$ cat src/rtl/ram_init_ctrl.sv
// AXI4 master that fills the on-chip RAM with a constant pattern after reset and optionally
// reads it back to verify; reports sticky done/error status and the first failing address.
module ram_init_ctrl #(
  parameter int unsigned ADDR_WIDTH   = 16,
  parameter int unsigned DATA_WIDTH   = 64,
  parameter int unsigned ID_WIDTH     = 6,
  parameter int unsigned BURST_LEN    = 16,
  parameter logic [63:0] FILL_PATTERN = 64'h0,
  parameter bit          CHECK        = 1'b1,
  parameter bit          AUTO_START   = 1'b1
) (
  input  logic                    clk,
  input  logic                    rst,
  input  logic                    i_start,
  output logic                    o_busy,
  output logic                    o_init_done,
  output logic                    o_init_error,
  output logic [ADDR_WIDTH-1:0]   o_err_addr,
  output logic [ID_WIDTH-1:0]     o_awid,
  output logic [ADDR_WIDTH-1:0]   o_awaddr,
  output logic [7:0]              o_awlen,
  output logic [2:0]              o_awsize,
  output logic [1:0]              o_awburst,
  output logic                    o_awvalid,
  input  logic                    i_awready,
  output logic [DATA_WIDTH-1:0]   o_wdata,
  output logic [DATA_WIDTH/8-1:0] o_wstrb,
  output logic                    o_wlast,
  output logic                    o_wvalid,
  input  logic                    i_wready,
  input  logic [ID_WIDTH-1:0]     i_bid,
  input  logic [1:0]              i_bresp,
  input  logic                    i_bvalid,
  output logic                    o_bready,
  output logic [ID_WIDTH-1:0]     o_arid,
  output logic [ADDR_WIDTH-1:0]   o_araddr,
  output logic [7:0]              o_arlen,
  output logic [2:0]              o_arsize,
  output logic [1:0]              o_arburst,
  output logic                    o_arvalid,
  input  logic                    i_arready,
  input  logic [ID_WIDTH-1:0]     i_rid,
  input  logic [DATA_WIDTH-1:0]   i_rdata,
  input  logic [1:0]              i_rresp,
  input  logic                    i_rlast,
  input  logic                    i_rvalid,
  output logic                    o_rready
);

  localparam int unsigned           Bytes    = DATA_WIDTH / 8;
  localparam logic [2:0]            AxSize   = 3'($clog2(Bytes));
  localparam logic [7:0]            BeatLast = 8'(BURST_LEN - 1);
  localparam logic [ADDR_WIDTH-1:0] AddrStep = ADDR_WIDTH'(BURST_LEN * Bytes);
  // Base of the final burst; modular negate also covers a single burst spanning the RAM.
  localparam logic [ADDR_WIDTH-1:0] LastAddr = ~AddrStep + ADDR_WIDTH'(1);
  localparam logic [DATA_WIDTH-1:0] Pattern  = FILL_PATTERN[DATA_WIDTH-1:0];

  typedef enum logic [2:0] {
    StIdle, StWaddr, StWdata, StWresp, StRaddr, StRdata, StDone, StError
  } state_e;

  state_e                state_q, state_d;
  logic [ADDR_WIDTH-1:0] addr_q, addr_d;
  logic [7:0]            beat_q, beat_d;
  logic                  rerr_q, rerr_d;
  logic                  done_q, done_d;
  logic                  error_q, error_d;
  logic [ADDR_WIDTH-1:0] err_addr_q, err_addr_d;
  logic                  busy_q, busy_d;
  logic                  auto_q, auto_d;
  logic                  awvalid_q, awvalid_d;
  logic                  wvalid_q, wvalid_d;
  logic                  wlast_q, wlast_d;
  logic                  bready_q, bready_d;
  logic                  arvalid_q, arvalid_d;
  logic                  rready_q, rready_d;
  logic                  start_seq;
  logic                  last_burst;
  logic                  beat_bad;

  assign last_burst = (addr_q == LastAddr);
  assign beat_bad   = (i_rdata != Pattern) || (i_rresp != 2'b00) ||
                      (i_rlast != (beat_q == BeatLast));

  always_comb begin
    state_d    = state_q;
    addr_d     = addr_q;
    beat_d     = beat_q;
    rerr_d     = rerr_q;
    done_d     = done_q;
    error_d    = error_q;
    err_addr_d = err_addr_q;
    busy_d     = busy_q;
    auto_d     = 1'b0;
    start_seq  = 1'b0;

    case (state_q)
      StIdle: begin
        if (i_start || (AUTO_START && auto_q)) start_seq = 1'b1;
      end
      StWaddr: begin
        if (awvalid_q && i_awready) begin
          state_d = StWdata;
          beat_d  = '0;
        end
      end
      StWdata: begin
        if (wvalid_q && i_wready) begin
          beat_d = beat_q + 8'd1;
          if (beat_q == BeatLast) state_d = StWresp;
        end
      end
      StWresp: begin
        if (bready_q && i_bvalid) begin
          if (i_bresp != 2'b00) begin
            state_d    = StError;
            error_d    = 1'b1;
            err_addr_d = addr_q;
            busy_d     = 1'b0;
          end else if (last_burst) begin
            if (CHECK) begin
              state_d = StRaddr;
              addr_d  = '0;
            end else begin
              state_d = StDone;
              done_d  = 1'b1;
              busy_d  = 1'b0;
            end
          end else begin
            state_d = StWaddr;
            addr_d  = addr_q + AddrStep;
          end
        end
      end
      StRaddr: begin
        if (arvalid_q && i_arready) begin
          state_d = StRdata;
          beat_d  = '0;
          rerr_d  = 1'b0;
        end
      end
      StRdata: begin
        if (rready_q && i_rvalid) begin
          beat_d = beat_q + 8'd1;
          // Only the first bad beat of the burst is reported; the rest is drained.
          if (beat_bad && !rerr_q) begin
            rerr_d     = 1'b1;
            err_addr_d = addr_q + (ADDR_WIDTH'(beat_q) << AxSize);
          end
          if (i_rlast) begin
            if (rerr_q || beat_bad) begin
              state_d = StError;
              error_d = 1'b1;
              busy_d  = 1'b0;
            end else if (last_burst) begin
              state_d = StDone;
              done_d  = 1'b1;
              busy_d  = 1'b0;
            end else begin
              state_d = StRaddr;
              addr_d  = addr_q + AddrStep;
            end
          end
        end
      end
      StDone, StError: begin
        if (i_start) start_seq = 1'b1;
      end
      default: state_d = StIdle;
    endcase

    if (start_seq) begin
      state_d    = StWaddr;
      addr_d     = '0;
      done_d     = 1'b0;
      error_d    = 1'b0;
      err_addr_d = '0;
      busy_d     = 1'b1;
    end

    // Handshake outputs are registered, so derive them from the next state.
    awvalid_d = (state_d == StWaddr);
    wvalid_d  = (state_d == StWdata);
    wlast_d   = (state_d == StWdata) && (beat_d == BeatLast);
    bready_d  = (state_d == StWresp);
    arvalid_d = (state_d == StRaddr);
    rready_d  = (state_d == StRdata);
  end

  always_ff @(posedge clk) begin
    if (rst) begin
      state_q    <= StIdle;
      addr_q     <= '0;
      beat_q     <= '0;
      rerr_q     <= 1'b0;
      done_q     <= 1'b0;
      error_q    <= 1'b0;
      err_addr_q <= '0;
      busy_q     <= 1'b0;
      auto_q     <= 1'b1;
      awvalid_q  <= 1'b0;
      wvalid_q   <= 1'b0;
      wlast_q    <= 1'b0;
      bready_q   <= 1'b0;
      arvalid_q  <= 1'b0;
      rready_q   <= 1'b0;
    end else begin
      state_q    <= state_d;
      addr_q     <= addr_d;
      beat_q     <= beat_d;
      rerr_q     <= rerr_d;
      done_q     <= done_d;
      error_q    <= error_d;
      err_addr_q <= err_addr_d;
      busy_q     <= busy_d;
      auto_q     <= auto_d;
      awvalid_q  <= awvalid_d;
      wvalid_q   <= wvalid_d;
      wlast_q    <= wlast_d;
      bready_q   <= bready_d;
      arvalid_q  <= arvalid_d;
      rready_q   <= rready_d;
    end
  end

  assign o_busy       = busy_q;
  assign o_init_done  = done_q;
  assign o_init_error = error_q;
  assign o_err_addr   = err_addr_q;

  assign o_awid    = '0;
  assign o_awaddr  = addr_q;
  assign o_awlen   = BeatLast;
  assign o_awsize  = AxSize;
  assign o_awburst = 2'b01;
  assign o_awvalid = awvalid_q;

  assign o_wdata  = Pattern;
  assign o_wstrb  = '1;
  assign o_wlast  = wlast_q;
  assign o_wvalid = wvalid_q;
  assign o_bready = bready_q;

  assign o_arid    = '0;
  assign o_araddr  = addr_q;
  assign o_arlen   = BeatLast;
  assign o_arsize  = AxSize;
  assign o_arburst = 2'b01;
  assign o_arvalid = arvalid_q;
  assign o_rready  = rready_q;

  // Response IDs are irrelevant with a single outstanding transaction.
  logic unused_ids;
  assign unused_ids = ^{i_bid, i_rid};

endmodule

$ cat config.mk
export PLATFORM = sky130hd
export DESIGN_NAME = ram_init_ctrl
export DESIGN_NICKNAME = d
export VERILOG_FILES = /design/src/rtl/ram_init_ctrl.sv
export SDC_FILE = /design/constraint.sdc
export NUM_CORES = 1
export LEC_CHECK = 0
export CAP_MARGIN = 20
export CELL_PAD_IN_SITES_DETAIL_PLACEMENT = 2
export CELL_PAD_IN_SITES_GLOBAL_PLACEMENT = 2
export CORE_ASPECT_RATIO = 1.2
export CORE_UTILIZATION = 20
export CTS_CLUSTER_DIAMETER = 120
export CTS_CLUSTER_SIZE = 25
export DETAILED_ROUTE_END_ITERATION = 8
export PLACE_DENSITY = 0.89
export REMOVE_ABC_BUFFERS = 1
export SKIP_CTS_REPAIR_TIMING = 1
export SYNTH_ARGS = -nofsm -noshare
export SYNTH_HDL_FRONTEND = slang
export SYNTH_SLANG_ARGS = --single-unit
$ cat constraint.sdc
create_clock -name clk -period 5.64 [get_ports clk]
set_input_delay 1.128 -clock clk [delete_from_list [all_inputs] [get_ports clk]]
set_output_delay 1.128 -clock clk [all_outputs]
set_load 0.02 [all_outputs]
==> impl_metrics.yaml <==
drt:
  drt_pass1_iterations: 4
  drt-met1-wl_mm: 5.01
  viasPerCell: 4.33
  drt-wirelength-per-cell_um: 15.1
  drc: 0
  dr_wl_met2_mm: 6.71
  drt_iter0_markers: 171
  dr_wl_met3_um: 810
  detail-route-antenna-nets: 0
  routed_wl_mm: 12.8
  vias: 3655
  top_layer: "met4"
power:
  p_seq_share_pct: 36.1
  power.clock.fraction_pct: 39.9
  ir_worst_vdd_v: 0.000116
  power_frac_comb_pct: 24.0
  power_switching_w: 0.000285
  p_leak_nw: 1.85
  total_power_w: 0.000917
  power.density_nw_per_um2: 187
  p_int_w: 0.000631
  netSwitchingFraction_pct: 31.1
clock_tree:
  cts_tree: "yes"
  cts.htree.levels: 2
  clk_pin_slew_ps: 60
  cts-root-buf: "clkbuf_16"
  clk_latency_ps: 300
  cts_buffers: 5
  clockBufferDepth: 2
  clock_sinks: 44
placed_design:
  gp_congestion: 0.737
  dpl.hpwl_mm: 10.3
  pre_cts_slack_ps: 1350
  dp_cells: 836
  io_buffers: 116
worst_setup_path:
  critPathLaunchType: "input port"
  critPathMaxFanout: 11
  ff2ff_setup_slack_ps: 2380
  critPathRequiredTime_ps: 5880
  cpPeakStageDelay_ps: 830
  crit_chain: "clkdlybuf4s50_1 -> nand4b_1 -> nor3b_2 -> a21oi_1 -> a311oi_2 -> or2_0 -> o221a_2"
  crit_arrival_ps: 4220
  end_kind: "register"
  critPathKind: "in2reg"
  worst_path_max_delay_cell: "a311oi_2"
synth:
  synth-edff-count: 0
  synth_cell_types: 64
  ys_seq_area_share_pct: 22.9
  synth-seq-cells: 44
  syn_avg_cell_area_um2: 7.81
  synth_ff_type: "dfxtp_1"
  async_reset_ff_share_pct: 0
  synth-warning-count: 0
  synth_area_um2: 3850
  syn_inst: 493
final_layout:
  finish.utilization_pct: 26.0
  fin_cells: 844
  antenna_cells: 0
  drive_gt1_share_pct: 4.42
  syn_to_final_growth_pct: 27.4
  fin_nets: 682
timing:
  period_minus_slack_ps: 3990
  hold_viol: 0
  worst_pin_slew_ps: 885
  max-slew-margin-rel_pct: 41.0
  slew_viol_final: 0
  setup_slack_ps: 1650
  fmax_ghz: 0.251
  final.period_utilization_pct: 70.7
  fin_skew_ps: 9.54
  rsz0062_at_grt: "no"
  final.setup.tns_ps: 0
  finalSetupViolCount: 0
flow_run:
  drv_cap: 0
outcome:
  outcome: "finished, final reports clean"
global_routing:
  overflow: 0
  grt_max_degree: 23
  grt_pass1_vias: 3623
  antenna_found_initial: 0
  grt_pass1_wl_mm: 19.5
  grtUsageTotal_pct: 12.6
die:
  start_util_pct: 20.4
  die_area_um2: 19800
  std_cell_rows: 55
  fp.dieH_um: 154
  design.portCount: 256
  die_x_um: 129
  coreArea_um2: 18900
min_path:
  hold_path.class: "reg2reg"
-- sequential cells by signal, summed over array words and instances, names as in the netlist --
name,flops
o_arvalid,1
beat_q,8
auto_q,1
o_init_error,1
o_init_done,1
o_busy,1
state_q,3
o_rready,1
rerr_q,1
o_wvalid,1
o_araddr,9
o_awvalid,1
o_wlast,1
o_bready,1
o_err_addr,13
-- power by group through the flow --
stage	combinational, W	sequential [W]	clock, W
floorplan	0.000124	0.000339	0
global placement	0.000215	0.000337	0
detailed placement	0.000218	0.000338	0
CTS	0.000219	0.000331	0.000374
global route	0.000237	0.000333	0.000383
finish	0.000220	0.000331	0.000366
-- final cells by class --
cell class              instances  area [um^2]
flip-flops and latches         44          881
inverters                       8         30.0
repair buffers                120         1190
clock inverters                 1         30.0
multi-input cells             408         2300
clock buffers                   7          153
fillers                      2242        14000
well taps                     256          320
-- Yosys cell counts (6+ instances only) --
cell        n  area [um^2]
a31oi_1     8         50.1
buf_4     136         1020
nand2_1    29          109
nor3_1     12         60.1
a21oi_1    26          130
nor2_1     23         86.3
a211o_1     6         52.6
o21ai_0    16         80.1
xnor2_1     6         52.6
nand3_1    17         85.1
clkbuf_1   16         60.1
ha_1        6         75.1
nand4_1    16          100
nor4_1     19          119
inv_1       8         30.0
dfxtp_1    44          881
-- critical path: cells and delay by family --
family                 cells  cell delay, ps
AO/OA/AOI/OAI              3            1340
buffers and inverters      1             490
AND/OR/NAND/NOR            3            1260
-- layout by cell type (no fill, tap or decap), types with 6 or more instances in the layout --
master,Yosys,layout
o21ai_0,16,16
conb_1,2,127
xnor2_1,6,6
a211o_1,6,6
dfxtp_1,44,44
nand4_1,16,16
nand3_1,17,17
nor2_1,23,23
clkdlybuf4s50_1,0,116
nor3_1,12,12
nor4_1,19,19
inv_1,8,8
nand2_1,29,29
a31oi_1,8,8
ha_1,6,6
a21oi_1,26,26
-- stage by stage --
stage	hold slack, ps	cell area (um^2)
global route	495	4900
floorplan	472	3200
detailed placement	458	4720
CTS	472	4900
global placement	451	4720
finish	467	4900
-- cell families after synthesis --
group / share of synthesized area [%]
DFF: 22.9
buffers and inverters: 29.8
other: 0.195
xor gates and xnor gates: 1.82
muxes: 0.812
AOI/OAI and AO/OA: 17.1
and+or+nand+nor: 25.5
adders and majority gates: 1.95
-- routing by layer --
layer / track usage [%] / vias up
met5: 0 / -
met4: 3.87 / 0
met3: 2.68 / 13
met2: 24.2 / 160
met1: 13.5 / 1783
li1: - / 1699
-- worst paths after layout --
check / cells past startpoint / to / startpoint
worst max-delay path: 7 / o_err_addr[9] / i_bvalid
worst min-delay path: 1 / o_err_addr[15] / o_err_addr[15]
worst max register to register: 6 / o_err_addr[9] / state_q[1]
worst min register to register: 1 / o_err_addr[15] / o_err_addr[15]
No activity file was read; power rests on OpenSTA's default activity.
